## config.mk

```make
export PLATFORM = sky130hd
export DESIGN_NAME = ptw_req_arbiter
export DESIGN_NICKNAME = d
export VERILOG_FILES = /design/src/rtl/ptw_req_arbiter.sv
export SDC_FILE = /design/constraint.sdc
export NUM_CORES = 1
export LEC_CHECK = 0
export ABC_AREA = 0
export CORE_MARGIN = 8
export CORE_UTILIZATION = 43
export DETAILED_ROUTE_END_ITERATION = 10
export PLACE_DENSITY = 0.84
export SYNTH_ARGS = -nofsm -noshare
export SYNTH_HDL_FRONTEND = slang
export SYNTH_SLANG_ARGS = --single-unit
```

## constraint.sdc

```tcl
create_clock -name clk -period 2.27 [get_ports clk]
set_input_delay 0.454 -clock clk [delete_from_list [all_inputs] [get_ports clk]]
set_output_delay 0.454 -clock clk [all_outputs]
set_load 0.01 [all_outputs]
```

## src/rtl/ptw_req_arbiter.sv

```systemverilog
// ptw_req_arbiter
//   Shares one page-table walker between the instruction-TLB (imem) and the
//   data-TLB (dmem). Requests are granted round-robin, only one walk is in
//   flight at a time, and the walker response is steered back to the
//   requester that owns the walk. A walk that sees no response within
//   TIMEOUT cycles is completed with an error. The late walker response is
//   then drained silently.
//
// Ports
//   clk, reset                 clock, synchronous active-high reset
//   io_imem_req_*              imem walk request (valid/ready/vpn)
//   io_dmem_req_*              dmem walk request (valid/ready/vpn)
//   io_ptw_req_*               request to the walker (valid/ready/vpn)
//   io_ptw_resp_*              walker response (valid/error/ppn), no backpressure
//   io_imem_resp_*             registered 1-cycle response to imem
//   io_dmem_resp_*             registered 1-cycle response to dmem
//   io_busy                    a walk is in progress (state != IDLE)
//   io_spurious                1-cycle pulse: a walker response arrived while
//                              no walk was waiting for one
module ptw_req_arbiter #(
    parameter int VPN_W   = 20,
    parameter int PPN_W   = 32,
    parameter int TIMEOUT = 255,
    parameter int CNT_W   = 8
) (
    input  logic             clk,
    input  logic             reset,
    input  logic             io_imem_req_valid,
    output logic             io_imem_req_ready,
    input  logic [VPN_W-1:0] io_imem_req_bits_vpn,
    input  logic             io_dmem_req_valid,
    output logic             io_dmem_req_ready,
    input  logic [VPN_W-1:0] io_dmem_req_bits_vpn,
    output logic             io_ptw_req_valid,
    input  logic             io_ptw_req_ready,
    output logic [VPN_W-1:0] io_ptw_req_bits_vpn,
    input  logic             io_ptw_resp_valid,
    input  logic             io_ptw_resp_bits_error,
    input  logic [PPN_W-1:0] io_ptw_resp_bits_ppn,
    output logic             io_imem_resp_valid,
    output logic             io_imem_resp_bits_error,
    output logic [PPN_W-1:0] io_imem_resp_bits_ppn,
    output logic             io_dmem_resp_valid,
    output logic             io_dmem_resp_bits_error,
    output logic [PPN_W-1:0] io_dmem_resp_bits_ppn,
    output logic             io_busy,
    output logic             io_spurious
);

    typedef enum logic [2:0] {IDLE, ISSUE, WAIT, RESP, DRAIN} state_t;

    state_t             state;
    logic               owner;       // 0 = imem, 1 = dmem
    logic               last_grant;  // requester granted most recently
    logic [VPN_W-1:0]   vpn_q;
    logic [CNT_W-1:0]   cnt;
    logic               grant_i;
    logic               grant_d;

    // Round-robin: a lone requester always wins; on a tie the requester
    // that was not granted last time wins.
    always_comb begin
        grant_i = io_imem_req_valid && (!io_dmem_req_valid || last_grant);
        grant_d = io_dmem_req_valid && (!io_imem_req_valid || !last_grant);
    end

    assign io_imem_req_ready   = (state == IDLE) && grant_i;
    assign io_dmem_req_ready   = (state == IDLE) && grant_d;
    assign io_ptw_req_valid    = (state == ISSUE);
    assign io_ptw_req_bits_vpn = vpn_q;
    assign io_busy             = (state != IDLE);

    always_ff @(posedge clk) begin
        if (reset) begin
            state                   <= IDLE;
            owner                   <= 1'b0;
            last_grant              <= 1'b1;
            vpn_q                   <= '0;
            cnt                     <= '0;
            io_imem_resp_valid      <= 1'b0;
            io_imem_resp_bits_error <= 1'b0;
            io_imem_resp_bits_ppn   <= '0;
            io_dmem_resp_valid      <= 1'b0;
            io_dmem_resp_bits_error <= 1'b0;
            io_dmem_resp_bits_ppn   <= '0;
            io_spurious             <= 1'b0;
        end else begin
            // Pulses default low; resp_bits keep their last value.
            io_imem_resp_valid <= 1'b0;
            io_dmem_resp_valid <= 1'b0;
            io_spurious        <= 1'b0;
            case (state)
                IDLE: begin
                    if (io_ptw_resp_valid) io_spurious <= 1'b1;
                    if (grant_i || grant_d) begin
                        owner      <= grant_d;
                        last_grant <= grant_d;
                        vpn_q      <= grant_d ? io_dmem_req_bits_vpn : io_imem_req_bits_vpn;
                        state      <= ISSUE;
                    end
                end
                ISSUE: begin
                    if (io_ptw_resp_valid) io_spurious <= 1'b1;
                    if (io_ptw_req_ready) begin
                        cnt   <= '0;
                        state <= WAIT;
                    end
                end
                WAIT: begin
                    // A response in the timeout cycle still counts as a
                    // normal completion.
                    if (io_ptw_resp_valid) begin
                        if (owner) begin
                            io_dmem_resp_valid      <= 1'b1;
                            io_dmem_resp_bits_error <= io_ptw_resp_bits_error;
                            io_dmem_resp_bits_ppn   <= io_ptw_resp_bits_ppn;
                        end else begin
                            io_imem_resp_valid      <= 1'b1;
                            io_imem_resp_bits_error <= io_ptw_resp_bits_error;
                            io_imem_resp_bits_ppn   <= io_ptw_resp_bits_ppn;
                        end
                        state <= RESP;
                    end else if (cnt == CNT_W'(TIMEOUT)) begin
                        if (owner) begin
                            io_dmem_resp_valid      <= 1'b1;
                            io_dmem_resp_bits_error <= 1'b1;
                            io_dmem_resp_bits_ppn   <= '0;
                        end else begin
                            io_imem_resp_valid      <= 1'b1;
                            io_imem_resp_bits_error <= 1'b1;
                            io_imem_resp_bits_ppn   <= '0;
                        end
                        state <= DRAIN;
                    end else begin
                        cnt <= cnt + 1'b1;
                    end
                end
                RESP: begin
                    if (io_ptw_resp_valid) io_spurious <= 1'b1;
                    state <= IDLE;
                end
                DRAIN: begin
                    // The walker still owes a response to the timed-out walk;
                    // swallow it so it is not mistaken for a later walk's.
                    if (io_ptw_resp_valid) state <= IDLE;
                end
                default: state <= IDLE;
            endcase
        end
    end

endmodule

```

==> metrics.md, run 1 <==
| Metric | Value |
|---|---|
| Outcome | complete, no violations |
| Rows | 35 |
| Clock transition at the registers of the reported paths | 0.11 ns |
| Max Root-Sink Buffers | 2 |
| Post-CTS Hold Fix Bufs | 0 |
| FILL cells | 704 |
| Switch share | 30.7% |
| Crit path DAT | 1.62 ns |
| Final min period | 2.08 ns |
| Layout area overhead | 52.7% |
| CP Max Fanout | 7 |
| Async set or reset register ratio after synthesis | 0% |
| Antenna Cells | 0 |
| Initial DRC count | 177 |
| Register Area | 0.00204 mm^2 |
| Drt pass-1 iters | 4 |
| Switching power | 1.34 mW |
| Sequential area share after synthesis | 49.8% |
| Initial antenna violation count | 0 |
| Final Skew | 0.0115 ns |
| GRT Total Usage | 18.4% |
| I/O pin count | 172 |
| Multiplexer share of the synthesized area | 5.13% |
| Final hold violation count | 0 |
| Cell count after synthesis | 383 |
| Post-CTS setup buffers | 0 |
| Die ar. | 0.0129 mm^2 |
| Worst Hold End | io_dmem_resp_bits_ppn[1] |
| First-pass GRT wire length | 19.5 mm |
| Post-synthesis compound-gate area fraction | 29.5% |
| Synthesized net count | 463 |
| Static Leak | 2.32 nW |
| Worst Path Buf+Inv | 3 |
| Highest clock rate | 0.482 GHz |
| Crit path max-delay family | buffers and inverters |
| Crit path depth | 4 |
| Initial Utilization | 44.3% |
| XOR/XNOR share of the synthesized area | 0% |
| Routed len/inst | 17.6 um |
| Power share of the clock group | 25.2% |
| Htree depth | 3 |
| Relative slew margins | 60.5% |
| Clock Latency Late Sink | 0.36 ns |
| Die Y | 114 um |
| Largest net degree at the start of global routing | 41 |
| Post-route DRC violation count | 0 |
| Mapped Area | 0.00410 mm^2 |
| Critical path type | reg2out |
| Area of the multi-input gates | 0.00192 mm^2 |
| Critical hold path startpoint | io_dmem_resp_bits_ppn[1] |
| Clock sinks | 102 |
| Syn avg cell area | 10.7 um^2 |
| R2R Setup Slk | 0.21 ns |
| Type of the worst min-delay path | reg2reg |
| Cell Int Power | 3.03 mW |
| Vias per inst | 5.32 |
| Reg-to-reg startpoint | cnt[1] |
| Main combinational cell family by area after synthesis | compound AO/OA/AOI/OAI gates |
| Design Area, Final | 0.00626 mm^2 |
| Crit-path cells | nor3_4 > buf_4 > inv_1 > clkdlybuf4s50_1 |
| Startpoint Class | flop |
| R2R cell count | 6 |
| Vias in the first global route | 3788 |
| CTS root buf | clkbuf_8 |
| Combinational share of power | 28.1% |
| Chip width | 114 um |
| Synth Register Bits | 102 |
| Vias | 3662 |
| RSZ-0062 raised after global routing | false |
| Post-synthesis simple-gate area fraction | 11.1% |
| Grt ovf | 0 |
| Port Buf Inserts | 171 |
| Hold depth | 1 |
| Number of synthesized flops with an enable pin | 0 |
| Power, Total | 4.37 mW |
| Biggest cell delay along the critical path | 0.47 ns |
| Slowest cell on crit path | clkdlybuf4s50_1 |
| Post-DP HPWL | 9.18 mm |
| Max VDD drop | 0.458 mV |
| Worst setup EP type | output port |
| Synth warn | 0 |
| Period Utilization, post-route | 91.4% |
| # setup viols final | 0 |
| Core ar. | 0.00924 mm^2 |
| Layout cells sized above 1 | 11.6% |
| CTS buffer count | 9 |
| Dpl cell area | 0.00606 mm^2 |
| Worst reg2reg path endpoint | io_dmem_resp_bits_ppn[0] |
| TritonCTS clock tree | done |
| Synth unique cells | 44 |
| Seq pwr share | 46.8% |
| MaxCap Viol Count | 0 |
| Post-synthesis adder-cell area fraction | 0.305% |
| Critical Path RT | 1.82 ns |
| Final Max Slew Viols | 0 |
| Top FF cell, synth | dfxtp_1 |
| Post-route ant nets | 0 |
| NumNets Final | 634 |
| GP Congestion | 0.814 |
| Power Density | 699 mW/mm^2 |
| Worst slew pin tran | 0.583 ns |
| Wirelength, routed | 12.1 mm |
-- worst register-to-register path, stage by stage (launching register included) --
cell and delay (ns):
dfxtp_1 0.42, ha_1 0.30, nand4_2 0.22, o21ai_2 0.38
a31oi_4 0.15, buf_12 0.19, a2bb2o_1 0.29
-- Yosys cell counts, types with 2 or more instances --
cell       count  share of area, %
a211oi_1      22               4.0
a21o_1         2              0.37
a21oi_1       14               1.7
a2bb2o_1       2              0.49
a2bb2o_4      21                10
a31oi_1        6              0.92
a41oi_1        2              0.43
buf_2         15               1.8
buf_4          2              0.37
clkbuf_1      11               1.0
dfxtp_1      102                50
inv_1          9              0.82
mux2i_1       21               5.1
nand2_1       41               3.8
nand3_1        6              0.73
nor2_1        29               2.7
nor2b_1        3              0.46
nor3_1         4              0.49
nor3b_1        3              0.55
o21a_1         2              0.37
o21ai_0        5              0.61
o2bb2ai_1     39               8.3
-- cell families after synthesis --
logic type / Yosys count
buffers and inverters: 38
flip-flops: 102
AND/OR/NAND/NOR: 96
AO/OA/AOI/OAI: 125
adder cells (fa/ha/maj): 1
multiplexers: 21
-- placed cells by master, fill, tap and decap left out, types with 5 or more instances in the layout --
cell type,instances
clkdlybuf4s50_1,169
dfxtp_1,101
nand2_1,41
o2bb2ai_1,39
nor2_1,29
a211oi_1,22
mux2i_1,21
a2bb2o_4,21
a21oi_1,13
buf_4,13
inv_1,9
clkbuf_8,9
nand3_1,5
o21ai_0,5
a31oi_1,5
buf_12,5
-- layer usage --
layer  wire length (um)  part of all wire [%]  vias to the layer above  global-route usage [%]
met4                145                   1.2                        0                    4.26
met1               5210                    43                     1721                    21.7
met5                  0                     0                        -                       0
li1                   -                     -                     1764                       -
met2               5580                    46                      167                    29.8
met3               1180                   9.8                       10                    8.61
-- timing repair --
action,4_1_cts,5_1_grt
endpoints found under the setup margin,2,1
pin swaps,0,0
gates cloned,0,0
gates resized for setup,3,1
-- power groups by stage --
| stage | clock network, mW | registers (mW) | logic (mW) |
|---|---|---|---|
| floorplan | 0 | 2.12 | 0.524 |
| global placement | 0 | 2.07 | 1.21 |
| detailed placement | 0 | 2.08 | 1.23 |
| CTS | 1.13 | 2.04 | 1.24 |
| global route | 1.23 | 2.07 | 1.33 |
| finish | 1.10 | 2.04 | 1.23 |
-- flip-flops by register name, summed over array words and instances, names as in the netlist --
signal                   cells
io_dmem_resp_valid           1
io_dmem_resp_bits_ppn       32
io_spurious                  1
io_imem_resp_bits_error      1
io_imem_resp_bits_ppn       32
io_imem_resp_valid           1
last_grant                   1
io_ptw_req_bits_vpn         20
owner                        1
state                        3
io_dmem_resp_bits_error      1
cnt                          8
-- how the worst max path moves through the flow --
| stage | slack [ns] | end | from |
|---|---|---|---|
| 2_1_floorplan | 0.56 | io_dmem_resp_bits_ppn[10] | cnt[0] |
| 3_3_place_gp | 0.03 | io_dmem_req_ready | io_dmem_req_valid |
| 3_5_place_dp | -0.003 | io_dmem_req_ready | io_dmem_req_valid |
| 4_1_cts | 0.01 | io_imem_req_ready | state[1] |
| 5_1_grt | 0.06 | io_ptw_req_valid | state[0] |
| 6_report | 0.19 | io_busy | state[1] |
-- per-stage QoR --
stage,std cells,hold WS (ns),TNS [ns],util (%),setup slack (ns)
after floorplan,383,0.438,0,-,0.555
after global placement,672,0.438,0,65.6,0.0303
after detailed placement,672,0.447,-0.00318,65.6,-0.00318
after CTS,688,0.476,0,67.7,0.0113
after global routing,688,0.490,0,67.7,0.0631
final,688,0.475,0,67.7,0.194
-- layout make-up --
class / count / share of cell area, %
repair buffers: 189 / 30.5
inverters: 9 / 0.540
well taps: 129 / 2.58
flip-flops and latches: 102 / 32.7
clock buffers: 9 / 1.98
clock inverters: 7 / 1.00
multi-input cells: 243 / 30.7
(Power assumes the default switching activity.)
==> run 2, diff against run 1 <==
--- a/config.mk
+++ b/config.mk
@@ -9,6 +9,7 @@
 export CORE_MARGIN = 8
 export CORE_UTILIZATION = 43
 export DETAILED_ROUTE_END_ITERATION = 10
+export HOLD_SLACK_MARGIN = 0.03
 export PLACE_DENSITY = 0.84
 export SYNTH_ARGS = -nofsm -noshare
 export SYNTH_HDL_FRONTEND = slang
==> results of run 2 <==
No change in the layout: final DEF, timing and power equal those of run 1.
